File: config.mk
export PLATFORM = sky130hd
export DESIGN_NAME = fifo_rd_packer
export DESIGN_NICKNAME = d
export VERILOG_FILES = /design/src/rtl/fifo_pkg.sv /design/src/rtl/fifo_rd_packer.sv
export SDC_FILE = /design/constraint.sdc
export NUM_CORES = 1
export LEC_CHECK = 0
export ABC_AREA = 1
export CAP_MARGIN = 20
export CORE_ASPECT_RATIO = 1.4
export CORE_MARGIN = 8
export CORE_UTILIZATION = 30
export CTS_BUF_LIST = sky130_fd_sc_hd__clkbuf_2
export CTS_CLUSTER_SIZE = 20
export DETAILED_ROUTE_END_ITERATION = 12
export SYNTH_ARGS = -nofsm -noshare
export SYNTH_HDL_FRONTEND = slang
export SYNTH_SLANG_ARGS = --single-unit
File: constraint.sdc
create_clock -name rclk -period 3.05 [get_ports rclk]
set_clock_uncertainty 0.2 [all_clocks]
set_input_delay 0.305 -clock rclk [delete_from_list [all_inputs] [get_ports rclk]]
set_output_delay 0.305 -clock rclk [all_outputs]
set_load 0.1 [all_outputs]
File: src/rtl/fifo_pkg.sv
// rtl/fifo_pkg.sv - shared types and helpers for the FIFO read-side packer
package fifo_pkg;

    // Packer control states: collecting entries, or presenting a word downstream
    typedef enum logic {
        FILL = 1'b0,
        HOLD = 1'b1
    } pack_state_t;

    // Widest keep mask the helper can produce; callers truncate to their lane count
    localparam int KEEP_MAX = 64;

    // Mask with the low `count` lanes set, lane 0 being the first entry popped
    function automatic logic [KEEP_MAX-1:0] keep_mask(input int count);
        logic [KEEP_MAX-1:0] m;
        m = '0;
        for (int i = 0; i < KEEP_MAX; i++) begin
            if (i < count) begin
                m[i] = 1'b1;
            end
        end
        return m;
    endfunction

endpackage

File: src/rtl/fifo_rd_packer.sv
// rtl/fifo_rd_packer.sv - pops FIFO entries and packs them into wide words with flush
module fifo_rd_packer
    import fifo_pkg::*;
#(
    parameter int DATA_WIDTH = 8,
    parameter int PACK_RATIO = 4
) (
    input  logic                             rclk,
    input  logic                             rrst,
    input  logic                             rempty,
    input  logic [DATA_WIDTH-1:0]            rdata,
    output logic                             rinc,
    input  logic                             flush,
    output logic                             out_valid,
    input  logic                             out_ready,
    output logic [DATA_WIDTH*PACK_RATIO-1:0] out_data,
    output logic [PACK_RATIO-1:0]            out_keep,
    output logic                             out_last,
    output logic [15:0]                      word_cnt
);

    // fill_cnt must hold PACK_RATIO itself plus one pending pop on top of it
    localparam int CW = $clog2(PACK_RATIO) + 1;
    localparam int LW = CW - 1;
    localparam logic [CW-1:0] FULL_CNT = CW'(PACK_RATIO);

    pack_state_t                                 state_q, state_d;
    logic [CW-1:0]                               fill_cnt_q, fill_cnt_d;
    logic                                        pend_q, pend_d;
    logic                                        flush_req_q, flush_req_d;
    logic [PACK_RATIO-1:0][DATA_WIDTH-1:0]       acc_q, acc_d;
    logic [PACK_RATIO-1:0][DATA_WIDTH-1:0]       out_data_q, out_data_d;
    logic [PACK_RATIO-1:0]                       out_keep_q, out_keep_d;
    logic                                        out_last_q, out_last_d;
    logic [15:0]                                 word_cnt_q, word_cnt_d;

    logic [CW-1:0]                               cap_cnt;
    logic [PACK_RATIO-1:0]                       part_mask;

    // Pop only while collecting, with room for the in-flight entry, and never
    // while a flush is waiting so the partial word reflects exactly what was popped
    assign rinc = !rrst && (state_q == FILL) && !rempty && !flush_req_q &&
                  ((fill_cnt_q + CW'(pend_q)) < FULL_CNT);

    assign out_valid = (state_q == HOLD);
    assign out_data  = out_data_q;
    assign out_keep  = out_keep_q;
    assign out_last  = out_last_q;
    assign word_cnt  = word_cnt_q;

    // Next-state: capture popped data, close full or flushed words, retire on handshake
    always_comb begin
        state_d     = state_q;
        fill_cnt_d  = fill_cnt_q;
        pend_d      = rinc;
        flush_req_d = flush_req_q | flush;
        acc_d       = acc_q;
        out_data_d  = out_data_q;
        out_keep_d  = out_keep_q;
        out_last_d  = out_last_q;
        word_cnt_d  = word_cnt_q;
        cap_cnt     = fill_cnt_q + CW'(1);
        part_mask   = PACK_RATIO'(keep_mask(int'(fill_cnt_q)));

        case (state_q)
            FILL: begin
                if (pend_q) begin
                    acc_d[fill_cnt_q[LW-1:0]] = rdata;
                    fill_cnt_d = cap_cnt;
                    if (cap_cnt == FULL_CNT) begin
                        out_data_d = acc_d;
                        out_keep_d = '1;
                        out_last_d = flush_req_q;
                        state_d    = HOLD;
                        // A flush that was already pending is satisfied by this word
                        if (flush_req_q) begin
                            flush_req_d = flush;
                        end
                    end
                end else if (flush_req_q) begin
                    flush_req_d = flush;
                    if (fill_cnt_q != '0) begin
                        for (int i = 0; i < PACK_RATIO; i++) begin
                            out_data_d[i] = part_mask[i] ? acc_q[i] : '0;
                        end
                        out_keep_d = part_mask;
                        out_last_d = 1'b1;
                        state_d    = HOLD;
                    end
                end
            end
            HOLD: begin
                if (out_ready) begin
                    state_d    = FILL;
                    fill_cnt_d = '0;
                    word_cnt_d = word_cnt_q + 16'd1;
                end
            end
            default: begin
                state_d = FILL;
            end
        endcase
    end

    // State register; reset discards any partially collected word and in-flight pop
    always_ff @(posedge rclk or posedge rrst) begin
        if (rrst) begin
            state_q     <= FILL;
            fill_cnt_q  <= '0;
            pend_q      <= 1'b0;
            flush_req_q <= 1'b0;
            acc_q       <= '0;
            out_data_q  <= '0;
            out_keep_q  <= '0;
            out_last_q  <= 1'b0;
            word_cnt_q  <= '0;
        end else begin
            state_q     <= state_d;
            fill_cnt_q  <= fill_cnt_d;
            pend_q      <= pend_d;
            flush_req_q <= flush_req_d;
            acc_q       <= acc_d;
            out_data_q  <= out_data_d;
            out_keep_q  <= out_keep_d;
            out_last_q  <= out_last_d;
            word_cnt_q  <= word_cnt_d;
        end
    end

endmodule

* After elaboration in Yosys (flattened, before gate mapping)
Index checks and enable logic that the tools add are counted.
Storage, ports and cells: register bits 91, input bits 13, output and inout port bits 55, logic and storage cells 82
Cells by class: bitwise operators 2, reduce and logical (&&, ||, !) cells 15, order comparisons 7, equal/unequal tests 4, add/sub/neg operators 3, mux-type cells 36
Operators with widths (count):
- 32-bit 2-to-1 mux | 4
- 8-bit 2-to-1 mux | 5
- 32-bit bitwise mux | 1
- 1-bit 2-to-1 mux | 17
- 16-bit by 1-bit adder with 16-bit output (second input constant) | 1
- 8-bit demux with 2-bit select | 1
- 4-bit 2-to-1 mux | 4
- 1-bit by 3-bit < comparator with 1-bit output (first input constant) | 2
- 2-bit by 3-bit < comparator with 1-bit output (first input constant) | 2
- 3-bit 2-to-1 mux | 2
- 3-bit case mux with 2 select lines | 1
- 2-bit AND reduction | 3
- 1-bit logical AND | 5
- 2-bit != test (second input constant) | 2
- 4-bit AND reduction | 1
- 2-bit nonzero test | 2
- 3-bit by 1-bit adder with 3-bit output | 1
- 3-bit by 1-bit adder with 3-bit output (second input constant) | 1
- 3-bit == test (second input constant) | 1
- 1-bit zero test | 3
- 2-bit by 3-bit < comparator with 1-bit output (second input constant) | 1
- 3-bit < comparator (second input constant) | 1
- 3-bit nonzero test | 1
- 2-bit by 1-bit >= comparator with 1-bit output (second input constant) | 1
- other kinds (4) | 4

* Logic depth before layout (Yosys ltp)
depth in word-level cells 7, mapped depth 11, depth with buffers taken out 8

* Worst setup path before layout
OpenSTA, ideal clock, no wires.
path type register to output, start register state_q, in the netlist out_valid, end output rinc, arrival 2394 ps, path slack 151 ps, path buffers 0, required time 2545 ps, cell stages (with the launch flop) 4, path through dfrtp_1 -> nor3_1 -> nand3_1 -> nor2_1
Between the ends: word-level cells in the longest chain between the ends 5
RTL lines:
- start: declaration | line fifo_rd_packer.sv:27 | pack_state_t state_q, state_d;
- start signal: assignment | line fifo_rd_packer.sv:118 | state_q <= state_d;
- 1-bit NOT (no source line)
- 1-bit logical AND (4 in series) | line fifo_rd_packer.sv:42 | assign rinc = !rrst && (state_q == FILL) && !rempty && !flush_req_q &&
- end: declaration | line fifo_rd_packer.sv:12 | output logic rinc,
No other way between the ends.

* Worst setup path in the final report
start register fill_cnt_q[0], end register out_data_q (netlist bit out_data[11])
Between the ends: word-level cells in the longest chain between the ends 7, elaborated cells on any way between the ends 19, those cells by class add/sub: 1; order compare: 3; eq/ne: 2; mux: 9; reduce/logical: 4
RTL lines:
- start: declaration | line fifo_rd_packer.sv:28 | logic [CW-1:0] fill_cnt_q, fill_cnt_d;
- start signal: assignment | line fifo_rd_packer.sv:119 | fill_cnt_q <= fill_cnt_d;
- 2-bit by 3-bit < comparator with 1-bit output (not written as such) / 2-bit by 1-bit >= comparator with 1-bit output (equally long branches) | line fifo_rd_packer.sv:68 | acc_d[fill_cnt_q[LW-1:0]] = rdata;
- 1-bit logical AND (not written as such) | line fifo_rd_packer.sv:68
- 8-bit 2-to-1 mux (not written as such) | line fifo_rd_packer.sv:68
- 8-bit demux with 2-bit select | line fifo_rd_packer.sv:68
- 32-bit bitwise mux | line fifo_rd_packer.sv:68
- 32-bit 2-to-1 mux | line fifo_rd_packer.sv:70 | if (cap_cnt == FULL_CNT) begin
- 32-bit 2-to-1 mux | line fifo_rd_packer.sv:67 | if (pend_q) begin
- end signal: assignment | line fifo_rd_packer.sv:123 | out_data_q <= out_data_d;
- end: declaration | line fifo_rd_packer.sv:32 | logic [PACK_RATIO-1:0][DATA_WIDTH-1:0] out_data_q, out_data_d;
Parallel ways exist; a longest one is shown, timed or not. The select of a mux whose other input is x is not followed. A chain may end at the register's enable or synchronous reset.

==> impl_metrics.ini <==
[pwr]
leakage_nw = 2.96
clkPwrFrac_pct = 12.5
power_switching_share_pct = 55.4
ir_worst_vdd_v = 0.000426
p_switching_mw = 3.46
power.density_nw_per_um2 = 1140
combPwrFrac_pct = 55.9
internal-power_mw = 2.78
power_frac_seq_pct = 31.6
total_power_mw = 6.24

[worst_setup_path]
cp_num_buf_inv = 2
slowest_stage = nor2_4
crit_family = simple AND/OR/NAND/NOR gates
worstSetupStartpointType = flip-flop
cp_common_cell = nand2_1
r2r_cells = 8
crit_chain = inv_1 > ha_1 > nand2_1 > nand2_2 > nor2_4 > inv_2 > nand2_1 > nand2_1
ff2ff_setup_slack_ns = 0.34
worstPathArrival_ns = 2.94
slowest_delay_ns = 0.66
crit_type = flip-flop to flip-flop
crit_required_ns = 3.28
end_kind = flip-flop
path_depth = 8
crit_fanout = 38

[routing]
wire_per_inst_um = 13.5
dr.pass1.iters = 5
drt_iter0_drc = 186
dr_total_vias = 3922
wl_um = 11800
avgViaCountPerCell = 4.49
antenna_left = 0
drc_errors = 0

[sta]
setup_viol = 0
max_freq_ghz = 0.369
setup_tns_ns = 0
fin_crit_sh_pct = 88.7
report.final.slew_viol_count = 0
hold_violations = 0
slew_headroom_pct = 41.9
whs_ns = 0.0875
tightest_slew_ns = 0.870
min_period_ns = 2.71
rsz0062_at_grt = false

[final_layout]
syn2layout_area_growth_pct = 20.1
fin_util_pct = 36.7
instances_no_fill = 873
drive_above_1_share_pct = 12.8
nets = 695

[min_path]
worstHoldPathType = primary input to flip-flop
holdPathStages = 2

[logic_synthesis]
syn_area_um2 = 4560
synth_cells = 614
seq_area_frac_synth_pct = 49.9
yosys_warnings = 0
syn_nets = 634
avgSynthCellArea_um2 = 7.43
yosysUniqueCellTypes = 25
synth-seq-cells = 91

[run_status]
status = complete, no violations

[clock_network]
cts_tree = built
clk_pin_slew_worst_paths_ns = 0.25
cts_buffers = 9
clock_path_buffers = 2
clk-insertion-delay-late_ns = 0.54
h-tree-depth = 3
cts_sinks = 91
root_buffer = clkbuf_2
postCtsSetupBuffers = 0

[flow_run]
drv_cap = 0

[place]
port_buffers = 67
routabilityCongestion = 0.776
dp_cells = 855
dpl.hpwl_um = 8190

[grt]
overflow = 0
grt_pass1_vias = 3877
antenna_found_initial = 1
grt_start_max_net_pins = 39
grt_usage_pct = 12.5
grt_first_pass_wirelength_um = 19500

[die]
initial_utilization_pct = 30.6
core_area_um2 = 14900
fp.dieH_um = 162
die_area_um2 = 19500
die_w_um = 120
ios = 68
num_rows = 53
metrics by stage:
| stage | area (um^2) | setup WS (ns) |
|---|---|---|
| finish | 5470 | 0.344 |
| global route | 5470 | 0.0830 |
| CTS | 5470 | 0.307 |
| detailed placement | 5300 | 0.358 |
| global placement | 5300 | 0.405 |
| floorplan | 4560 | 0.151 |
per-layer routing:
| layer | global-route usage [%] | part of all wire, % | up-vias |
|---|---|---|---|
| met3 | 3.02 | 6.0 | 5 |
| li1 | - | - | 2038 |
| met2 | 21.4 | 49 | 74 |
| met1 | 14.8 | 44 | 1805 |
| met5 | 0 | 0 | - |
| met4 | 4.39 | 0.93 | 0 |
flip-flops by register name, summed over array words and instances, names as in the netlist:
signal       flops
fill_cnt_q       3
out_keep         4
word_cnt        16
flush_req_q      1
out_last         1
out_data        32
out_valid        1
acc_q           32
pend_q           1
power groups by stage:
stage                     clock, mW  combinational, mW  sequential (mW)
after floorplan                   0               1.15             3.62
after global placement            0               3.50             2.00
after detailed placement          0               3.51             2.01
after CTS                     0.807               3.53             1.98
after global routing          0.851               3.78             2.04
final                         0.779               3.49             1.97
synthesized netlist by cell type:
cell / n / area (um^2)
a21oi_1: 23 / 115
nor2_4: 1 / 11.3
buf_6: 4 / 45.0
buf_4: 1 / 7.51
buf_2: 7 / 35.0
o21ai_0: 38 / 190
nor2_1: 37 / 139
clkbuf_1: 15 / 56.3
nand2_2: 2 / 12.5
dfrtp_1: 91 / 2280
clkinv_1: 1 / 3.75
buf_1: 1 / 3.75
o22ai_1: 1 / 6.26
nor3_1: 4 / 20.0
o21bai_1: 3 / 22.5
xnor2_1: 6 / 52.6
nand4_1: 1 / 6.26
xor2_1: 3 / 26.3
inv_2: 2 / 7.51
nand3b_1: 3 / 22.5
nand3_1: 37 / 185
inv_1: 39 / 146
ha_1: 7 / 87.6
o21ai_1: 2 / 10.0
nand2_1: 285 / 1070
repair_timing:
action | in CTS | in global routing
hold buffers | 1 | 0
resized for setup | 0 | 0
hold endpoints to repair | 33 | 0
layout by cell type, fill, tap and decap left out, types with 10 or more instances in the layout:
master,instances
clkdlybuf4s50_1,12
o21ai_0,38
dfrtp_1,91
nor2_1,37
a21oi_1,23
nand2_1,285
buf_4,62
inv_1,38
nand3_1,37
clkbuf_2,10
cell type report:
type	count	area, um^2
diodes	1	2.50
clock buffers	10	50.0
clock inverters	6	113
fillers	1583	9450
inverters	42	159
multi-input cells	453	1980
flip-flops and latches	91	2280
well taps	192	240
repair buffers	78	656
worst paths after layout:
path                          startpoint      endpoint
min                                flush   flush_req_q
max in group asynchronous           rrst  out_data[27]
max                        fill_cnt_q[0]  out_data[11]
min in group asynchronous           rrst   word_cnt[6]
min reg2reg                  out_keep[2]   out_keep[2]
max reg2reg                fill_cnt_q[0]  out_data[11]
logic make-up after synthesis:
logic type	after synthesis	share of synthesized area, %
buffers and inverters	70	6.70
DFF	91	49.9
xor gates and xnor gates	9	1.73
and+or+nand+nor	370	32.2
adders and majority gates	7	1.92
AOI/OAI and AO/OA	67	7.55
(Power assumes the default switching activity.)
